File: src/rtl/video_types.sv
// video_types: shared LCD raster constants, mode encoding and register views.
package video_types;
    localparam int DOTS_PER_LINE   = 456;
    localparam int LINES_PER_FRAME = 154;
    localparam int OAM_DOTS        = 80;
    localparam int XFER_DOTS       = 172;
    localparam int VBLANK_LINE     = 144;

    typedef enum logic [1:0] {
        HBLANK  = 2'd0,
        VBLANK  = 2'd1,
        OAMSCAN = 2'd2,
        XFER    = 2'd3
    } LcdMode;

    typedef struct packed {
        logic lcd_enable;
        logic win_map;
        logic win_en;
        logic tile_sel;
        logic bg_map;
        logic obj_size;
        logic obj_en;
        logic bg_en;
    } lcdc_bits_t;

    typedef union packed {
        logic [7:0] raw;
        lcdc_bits_t f;
    } LcdControl;

    typedef struct packed {
        logic       reserved;
        logic       lyc_ie;
        logic       oam_ie;
        logic       vblank_ie;
        logic       hblank_ie;
        logic       lyc_flag;
        logic [1:0] mode;
    } stat_bits_t;

    typedef union packed {
        logic [7:0] raw;
        stat_bits_t f;
    } LcdStatus;
endpackage

File: src/rtl/lcd_dot_counter.sv
// lcd_dot_counter: dot-within-line and line-within-frame position counters.
module lcd_dot_counter #(
    parameter int DOTS_PER_LINE   = 456,
    parameter int LINES_PER_FRAME = 154
) (
    input  logic       clk,
    input  logic       rst_n,
    input  logic       dot_en,
    input  logic       enable,
    output logic [7:0] ly,
    output logic [8:0] dot_x,
    output logic       wrap
);
    logic [7:0] r_ly;
    logic [8:0] r_dot_x;
    logic       w_last_line;

    assign wrap        = enable && dot_en && r_dot_x == 9'(DOTS_PER_LINE - 1);
    assign w_last_line = r_ly == 8'(LINES_PER_FRAME - 1);
    assign ly          = r_ly;
    assign dot_x       = r_dot_x;

    // disable has priority over a coincident dot tick
    always_ff @(posedge clk or negedge rst_n) begin
        if (!rst_n) begin
            r_ly    <= '0;
            r_dot_x <= '0;
        end else if (!enable) begin
            r_ly    <= '0;
            r_dot_x <= '0;
        end else if (dot_en) begin
            r_dot_x <= wrap ? '0 : r_dot_x + 9'd1;
            if (wrap)
                r_ly <= w_last_line ? '0 : r_ly + 8'd1;
        end
    end
endmodule

File: src/rtl/lcd_timing_scheduler.sv
// lcd_timing_scheduler: LCD raster timing, mode decode, VRAM/OAM access and interrupts.
// STAT interrupt logic is built only when LCD_STAT_IRQ_EN is defined.
module lcd_timing_scheduler import video_types::*; #(
    parameter int DOTS_PER_LINE   = video_types::DOTS_PER_LINE,
    parameter int LINES_PER_FRAME = video_types::LINES_PER_FRAME,
    parameter int OAM_DOTS        = video_types::OAM_DOTS,
    parameter int XFER_DOTS       = video_types::XFER_DOTS
) (
    input  logic       clk,
    input  logic       rst_n,
    input  logic       dot_en,
    input  LcdControl  lcdc,
    input  LcdStatus   stat_cfg,
    input  logic [7:0] lyc,
    output logic [7:0] ly,
    output logic [8:0] dot_x,
    output logic [1:0] mode,
    output logic       coincidence,
    output logic       vblank_irq,
    output logic       stat_irq,
    output logic       line_start,
    output logic       cpu_vram_ok,
    output logic       cpu_oam_ok
);
    logic   w_en, w_wrap, w_unused;
    LcdMode w_mode;
    logic   r_en_d, r_line_start, r_vblank_irq;

    assign w_en = lcdc.f.lcd_enable;

    lcd_dot_counter #(
        .DOTS_PER_LINE  (DOTS_PER_LINE),
        .LINES_PER_FRAME(LINES_PER_FRAME)
    ) u_cnt (
        .clk   (clk),
        .rst_n (rst_n),
        .dot_en(dot_en),
        .enable(w_en),
        .ly    (ly),
        .dot_x (dot_x),
        .wrap  (w_wrap)
    );

    assign w_mode = !w_en                                ? HBLANK  :
                    ly >= 8'(VBLANK_LINE)                ? VBLANK  :
                    dot_x < 9'(OAM_DOTS)                 ? OAMSCAN :
                    dot_x < 9'(OAM_DOTS + XFER_DOTS)     ? XFER    : HBLANK;

    assign mode        = w_mode;
    assign coincidence = ly == lyc;
    assign cpu_vram_ok = w_mode != XFER;
    assign cpu_oam_ok  = w_mode != OAMSCAN && w_mode != XFER;
    assign line_start  = r_line_start;
    assign vblank_irq  = r_vblank_irq;

    // r_en_d resets high so leaving reset with the LCD on is not seen as a re-enable
    always_ff @(posedge clk or negedge rst_n) begin
        if (!rst_n) begin
            r_en_d       <= 1'b1;
            r_line_start <= 1'b0;
            r_vblank_irq <= 1'b0;
        end else begin
            r_en_d       <= w_en;
            r_line_start <= w_wrap || (w_en && !r_en_d);
            r_vblank_irq <= w_wrap && ly == 8'(VBLANK_LINE - 1);
        end
    end

`ifdef LCD_STAT_IRQ_EN
    logic w_stat_line, r_stat_line, r_stat_irq;

    assign w_stat_line = (stat_cfg.f.lyc_ie    && coincidence)      ||
                         (stat_cfg.f.oam_ie    && w_mode == OAMSCAN) ||
                         (stat_cfg.f.vblank_ie && w_mode == VBLANK)  ||
                         (stat_cfg.f.hblank_ie && w_mode == HBLANK);
    assign stat_irq = r_stat_irq;
    assign w_unused = ^{lcdc.raw[6:0], stat_cfg.raw[7], stat_cfg.raw[2:0]};

    // edge detect on the registered line gives STAT its blocking behaviour
    always_ff @(posedge clk or negedge rst_n) begin
        if (!rst_n) begin
            r_stat_line <= 1'b0;
            r_stat_irq  <= 1'b0;
        end else begin
            r_stat_line <= w_en && w_stat_line;
            r_stat_irq  <= w_en && w_stat_line && !r_stat_line;
        end
    end
`else
    assign stat_irq = 1'b0;
    assign w_unused = ^{lcdc.raw[6:0], stat_cfg.raw};
`endif
endmodule

File: config.mk
export PLATFORM = sky130hd
export DESIGN_NAME = lcd_timing_scheduler
export DESIGN_NICKNAME = d
export VERILOG_FILES = /design/src/rtl/video_types.sv /design/src/rtl/lcd_dot_counter.sv /design/src/rtl/lcd_timing_scheduler.sv
export SDC_FILE = /design/constraint.sdc
export NUM_CORES = 1
export LEC_CHECK = 0
export ABC_AREA = 1
export CORE_ASPECT_RATIO = 0.75
export CORE_MARGIN = 1
export CORE_UTILIZATION = 47
export DETAILED_ROUTE_END_ITERATION = 10
export PLACE_DENSITY = 0.82
export SLEW_MARGIN = 20
export SYNTH_ARGS = -nofsm -noshare
export SYNTH_HDL_FRONTEND = slang
export SYNTH_SLANG_ARGS = --single-unit
File: constraint.sdc
create_clock -name clk -period 3.98 [get_ports clk]
set_input_delay 0.995 -clock clk [delete_from_list [all_inputs] [get_ports clk]]
set_output_delay 0.995 -clock clk [all_outputs]
set_load 0.01 [all_outputs]
==> flow_metrics.tcl, run 1 <==
set metrics [dict create \
    grtUsageTotal_pct 20.9 \
    antenna_found_initial 0 \
    synthTopCellsByArea "dfrtp_1, nand2_1, nand3_1, inv_1, xnor2_1" \
    ant_nets 0 \
    yosys.area.top_type_share_pct 35.5 \
    power_frac_comb_pct 9.5 \
    hpwl_um 2210 \
    maxCapViolCount 0 \
    wl_per_cell_um 11.7 \
    clock_latency_ns 0.26 \
    cp_max_fo 6 \
    drt_iter0_drc 102 \
    drc 0 \
    ys_ff_latch 20 \
    arrival_ns 2.52 \
    slew_violations 0 \
    final_net_count 251 \
    cts_tree "built" \
    post-synth-top-area-cell "dfrtp_1" \
    wirelength_um 2990 \
    swShare_pct 20.5 \
    setup_tns_ns 0 \
    drive_gt1_share_pct 6.85 \
    synth_edf_count 0 \
    ctsResizeCount 0 \
    synthFlopType "dfrtp_1" \
    synthTopCellsByCount "nand2_1, inv_1, nand3_1, nor2_1, dfrtp_1" \
    diodes 0 \
    gp_congestion 0.862 \
    port_buffers 35 \
    worst_slew_pin_slew_ns 0.901 \
    cp_common_cell "clkdlybuf4s50_1" \
    fmax_mhz 285 \
    fin_crit_ns 3.51 \
    die_h_um 48.2 \
    path_cells "clkdlybuf4s50_1, inv_2, nor2_1, nand3_1, o21ai_0, clkdlybuf4s50_1" \
    rows 16 \
    power.leakage_nw 0.761 \
    use_met2_pct 31.9 \
    syn-num-nets 217 \
    status "completed" \
    grt_pass1_wl_um 4780 \
    slew_headroom_pct 39.8 \
    grt_pass1_vias 1012 \
    sequentialPowerShare_pct 45.7 \
    placed_cells 251 \
    pwr-share-clk_pct 44.8 \
    end_kind "output port" \
    hp-class "flop to flop" \
    grt_use_met3_pct 4.44 \
    cts_setup_buffers 0 \
    cts.htree.levels 1 \
    die-area_mm2 0.00307 \
    power.total_uw 456 \
    fin_crit_sh_pct 88.2 \
    grt_max_degree 21 \
    fin_skew_ns 0.00732 \
    syn_area_mm2 0.00134 \
    setup_viol_count_final 0 \
    cts.sinks 20 \
    timing.critical_path.slowest_cell_delay_ns 0.56 \
    ys_seq_area_share_pct 37.4 \
    cp-start-kind "input pin" \
    vdd.ir_drop.worst_v 0.000305 \
    yosysUniqueCellTypes 28 \
    grt_util_met1_pct 31.3 \
    yosysMostFrequentCell "nand2_1" \
    via_per_inst 5.02 \
    cts_root_buf "clkbuf_8" \
    area_delta_synth_final_pct 32.3 \
    die_w_um 63.7 \
    path_class "input pin to output port" \
    ios 52 \
    vias 1280 \
    numCtsBuffers 3 \
    synthCells 186 \
    cp.required_ns 2.98 \
    start_util_pct 50.3 \
    gr-total-overflow 0 \
    ctsHoldBuffers 0 \
    cts.clk_slew.worst_paths_ns 0.08 \
    synth.avg_cell_area_um2 7.20 \
    powerDensity_mw_per_mm2 257 \
    slowest_stage "clkdlybuf4s50_1" \
    rsz0062_at_grt "no" \
    switchingPower_uw 93.3 \
    drt_pass1_iterations 4 \
    ys_async_sr_fraction_pct 100 \
    top_usage_layer "met2" \
    hold_viol 0 \
    coreArea_mm2 0.00266 \
    whs_ns 0.528 \
    clock_path_buffers 2 \
    yosys_warnings 0 \
    final_cells 255 \
    internal-power_uw 362 \
]
## area by class of cell
cell class | count | area, um2
Tap cell | 36 | 45.0
Multi-Input combinational cell | 132 | 696
Clock inverter | 1 | 30.0
Inverter | 27 | 101
Timing Repair Buffer | 36 | 358
Sequential cell | 20 | 502
Clock buffer | 3 | 41.3
Fill cell | 236 | 890
## cell families after synthesis
family | count (synthesis) | share of synthesized area [%]
adder cells (fa/ha/maj) | 4 | 3.73
flip-flops | 20 | 37.4
buffers and inverters | 34 | 10.6
AND/OR/NAND/NOR | 100 | 34.4
other | 1 | 0.280
AO/OA/AOI/OAI | 16 | 6.35
XOR/XNOR | 11 | 7.19
## path summary, 6_finish.rpt
kind / start / endpoint / slack [ns] / depth (start not counted)
max: lcdc[7] / mode[0] / 0.47 / 6
min: r_en_d$_DFF_PN1_ / line_start$_DFF_PN0_ / 0.53 / 1
max reg2reg: u_cnt.dot_x[0]$_DFFE_PN0P_ / u_cnt.ly[0]$_DFFE_PN0P_ / 2.25 / 6
min reg2reg: r_en_d$_DFF_PN1_ / line_start$_DFF_PN0_ / 0.53 / 1
max in group asynchronous: rst_n / u_cnt.ly[2]$_DFFE_PN0P_ / 2.19 / 1
min in group asynchronous: rst_n / u_cnt.dot_x[6]$_DFFE_PN0P_ / 1.23 / 1
## power groups by stage
stage	registers (mW)	clock network, mW	logic [mW]
2_1_floorplan	0.213	0	0.0171
3_3_place_gp	0.212	0	0.0428
3_5_place_dp	0.212	0	0.0434
4_1_cts	0.208	0.208	0.0435
5_1_grt	0.209	0.218	0.0476
6_report	0.208	0.204	0.0432
## routing by layer
metal  up-vias  routed length (um)  share of wire (%)
met5         -                   0                  0
met3         0                 225                7.5
met2        61                1290                 43
li1        657                   -                  -
met1       562                1470                 49
met4         0                   0                  0
## metrics by stage
step | cell area [um2] | setup WS, ns | utilization, %
finish | 1770 | 0.469 | 66.6
global route | 1770 | 0.377 | 66.6
CTS | 1770 | 0.475 | 66.6
detailed placement | 1700 | 0.490 | 63.9
global placement | 1700 | 0.480 | 63.9
floorplan | 1340 | 1.52 | -
## flip-flops by register name, indices dropped and copies added (netlist names)
signal       flops
u_cnt.dot_x      9
u_cnt.ly         8
line_start       1
r_en_d           1
vblank_irq       1
## worst max-delay path, delay by kind of cell
| kind | cells | cell delay [ns] |
|---|---|---|
| AOI/OAI and AO/OA | 1 | 0.08 |
| buffers and inverters | 3 | 1.16 |
| and+or+nand+nor | 2 | 0.26 |
## layout by cell type, fill, tap and decap left out, types with 2 or more instances in the layout
cell             instances
nor2_2                   3
ha_1                     4
nand2_1                 39
clkbuf_8                 3
nor3_1                   3
a21oi_1                  3
clkdlybuf4s50_1         35
xor2_1                   2
nor2_1                  20
o21ai_1                  4
nand4_1                  8
xnor2_1                  9
nand3_1                 22
o21ai_0                  7
inv_1                   25
dfrtp_1                 19
inv_2                    2
(Power assumes the default switching activity.)
==> run 2: changes to the inputs <==
--- a/config.mk
+++ b/config.mk
@@ -11,6 +11,7 @@
 export CORE_UTILIZATION = 47
 export DETAILED_ROUTE_END_ITERATION = 10
 export PLACE_DENSITY = 0.82
+export RECOVER_POWER = 25
 export SLEW_MARGIN = 20
 export SYNTH_ARGS = -nofsm -noshare
 export SYNTH_HDL_FRONTEND = slang
==> flow_metrics.tcl, run 2 (same netlist as run 1, synthesis figures left out) <==
set metrics [dict create \
    status "completed" \
    ant_nets 0 \
    power_frac_comb_pct 9.4 \
    clock_latency_ns 0.26 \
    end_kind "output port" \
    die_h_um 48.2 \
    setup_viol_count_final 0 \
    grtUsageTotal_pct 20.9 \
    slew_violations 0 \
    worst_slew_pin_slew_ns 0.927 \
    ctsHoldBuffers 0 \
    cts_setup_buffers 0 \
    fin_skew_ns 0.00702 \
    cp_max_fo 6 \
    r2r-start "u_cnt.dot_x[0]$_DFFE_PN0P_" \
    cp-start-kind "input pin" \
    gr-total-overflow 0 \
    setup_tns_ns 0 \
    coreArea_mm2 0.00266 \
    ctsResizeCount 0 \
    die-area_mm2 0.00307 \
    min_from "r_en_d$_DFF_PN1_" \
    rsz0062_at_grt "no" \
    drive_gt1_share_pct 6.39 \
    drt_iter0_drc 87 \
    internal-power_uw 361 \
    switchingPower_uw 94.8 \
    swShare_pct 20.8 \
    path_class "input pin to output port" \
    drt_pass1_iterations 5 \
    largest_reg_flops 9 \
    grt_pass1_vias 1012 \
    multi_input_area_um2 696 \
    r2r_cells 7 \
    final_net_count 251 \
    maxCapViolCount 0 \
    pwr-share-clk_pct 45.0 \
    area_delta_synth_final_pct 32.0 \
    powerDensity_mw_per_mm2 258 \
    rows 16 \
    sequentialPowerShare_pct 45.7 \
    cts.htree.levels 1 \
    seqCellArea_um2 502 \
    drc 0 \
    vdd.ir_drop.worst_v 0.000305 \
    layout_common_cells "nand2_1, clkdlybuf4s50_1, inv_1" \
    cts.sinks 20 \
    slew_headroom_pct 38.0 \
    hpwl_um 2210 \
    grt_max_degree 21 \
    vias 1294 \
    hp-class "flop to flop" \
    diodes 0 \
    num-fill-cells 236 \
    gp_congestion 0.862 \
    cts.clk_slew.worst_paths_ns 0.08 \
    min_to "line_start$_DFF_PN0_" \
    fin_util_pct 66.4 \
    wl_per_cell_um 11.9 \
    fin_crit_ns 3.57 \
    via_per_inst 5.07 \
    cts_root_buf "clkbuf_8" \
    wirelength_um 3030 \
    die_w_um 63.7 \
    r2r_slack_ns 2.23 \
    antenna_found_initial 0 \
    worst_slack_ns 0.406 \
    clock_path_buffers 2 \
    fin_crit_sh_pct 89.8 \
    power.leakage_nw 0.759 \
    cp.required_ns 2.98 \
    port_buffers 35 \
    final_common_cell "nand2_1" \
    hold_depth 1 \
    hold_viol 0 \
    numCtsBuffers 3 \
    arrival_ns 2.58 \
    rr_endpoint "u_cnt.ly[0]$_DFFE_PN0P_" \
    ios 52 \
    grt_pass1_wl_um 4780 \
    start_util_pct 50.3 \
    dp_slack_ns 0.490 \
    fmax_mhz 280 \
    cts_tree "built" \
]
-- run 2: cell type report --
class,instances,share of cell area (%)
flip-flops and latches,20,28.4
clock inverters,1,1.70
inverters,27,5.73
well taps,36,2.55
repair buffers,36,20.0
clock buffers,3,2.33
multi-input cells,132,39.3
-- run 2: worst max path at each step --
| stage | startpoint | endpoint | slack, ns | cells past startpoint |
|---|---|---|---|---|
| 2_1_floorplan | lcdc[7] | mode[1] | 1.52 | 4 |
| 3_3_place_gp | lcdc[7] | mode[0] | 0.48 | 6 |
| 3_5_place_dp | lcdc[7] | mode[0] | 0.49 | 6 |
| 4_1_cts | lcdc[7] | mode[0] | 0.47 | 6 |
| 5_1_grt | lcdc[7] | mode[0] | 0.31 | 6 |
| 6_report | lcdc[7] | mode[0] | 0.41 | 6 |
-- run 2: worst max-delay path, cell delays in order --
cell and delay (ns):
dlygate4sd3_1 0.58, inv_2 0.09, nor2_1 0.16, nand3_1 0.10, o21ai_0 0.08, clkdlybuf4s50_1 0.56
-- run 2: layer usage --
metal,track usage (%),up-vias,part of all wire [%],routed length (um)
met2,31.9,58,42,1260
met1,31.3,577,51,1550
met5,0,-,0,0
met3,4.44,2,6.9,208
li1,-,657,-,-
met4,2.73,0,0.23,7
-- run 2: through the flow --
step	hold WS [ns]	instances	cell area [um2]	total power, mW
finish	0.528	255	1770	0.456
global route	0.585	255	1770	0.473
CTS	0.530	255	1770	0.460
detailed placement	0.511	251	1700	0.256
global placement	0.512	251	1700	0.255
floorplan	0.489	186	1340	0.230
-- run 2: power groups by stage --
stage	combinational, mW	sequential, mW	clock (mW)
6_report	0.0427	0.208	0.205
5_1_grt	0.0466	0.209	0.218
4_1_cts	0.0435	0.208	0.208
3_5_place_dp	0.0434	0.212	0
3_3_place_gp	0.0428	0.212	0
2_1_floorplan	0.0171	0.213	0
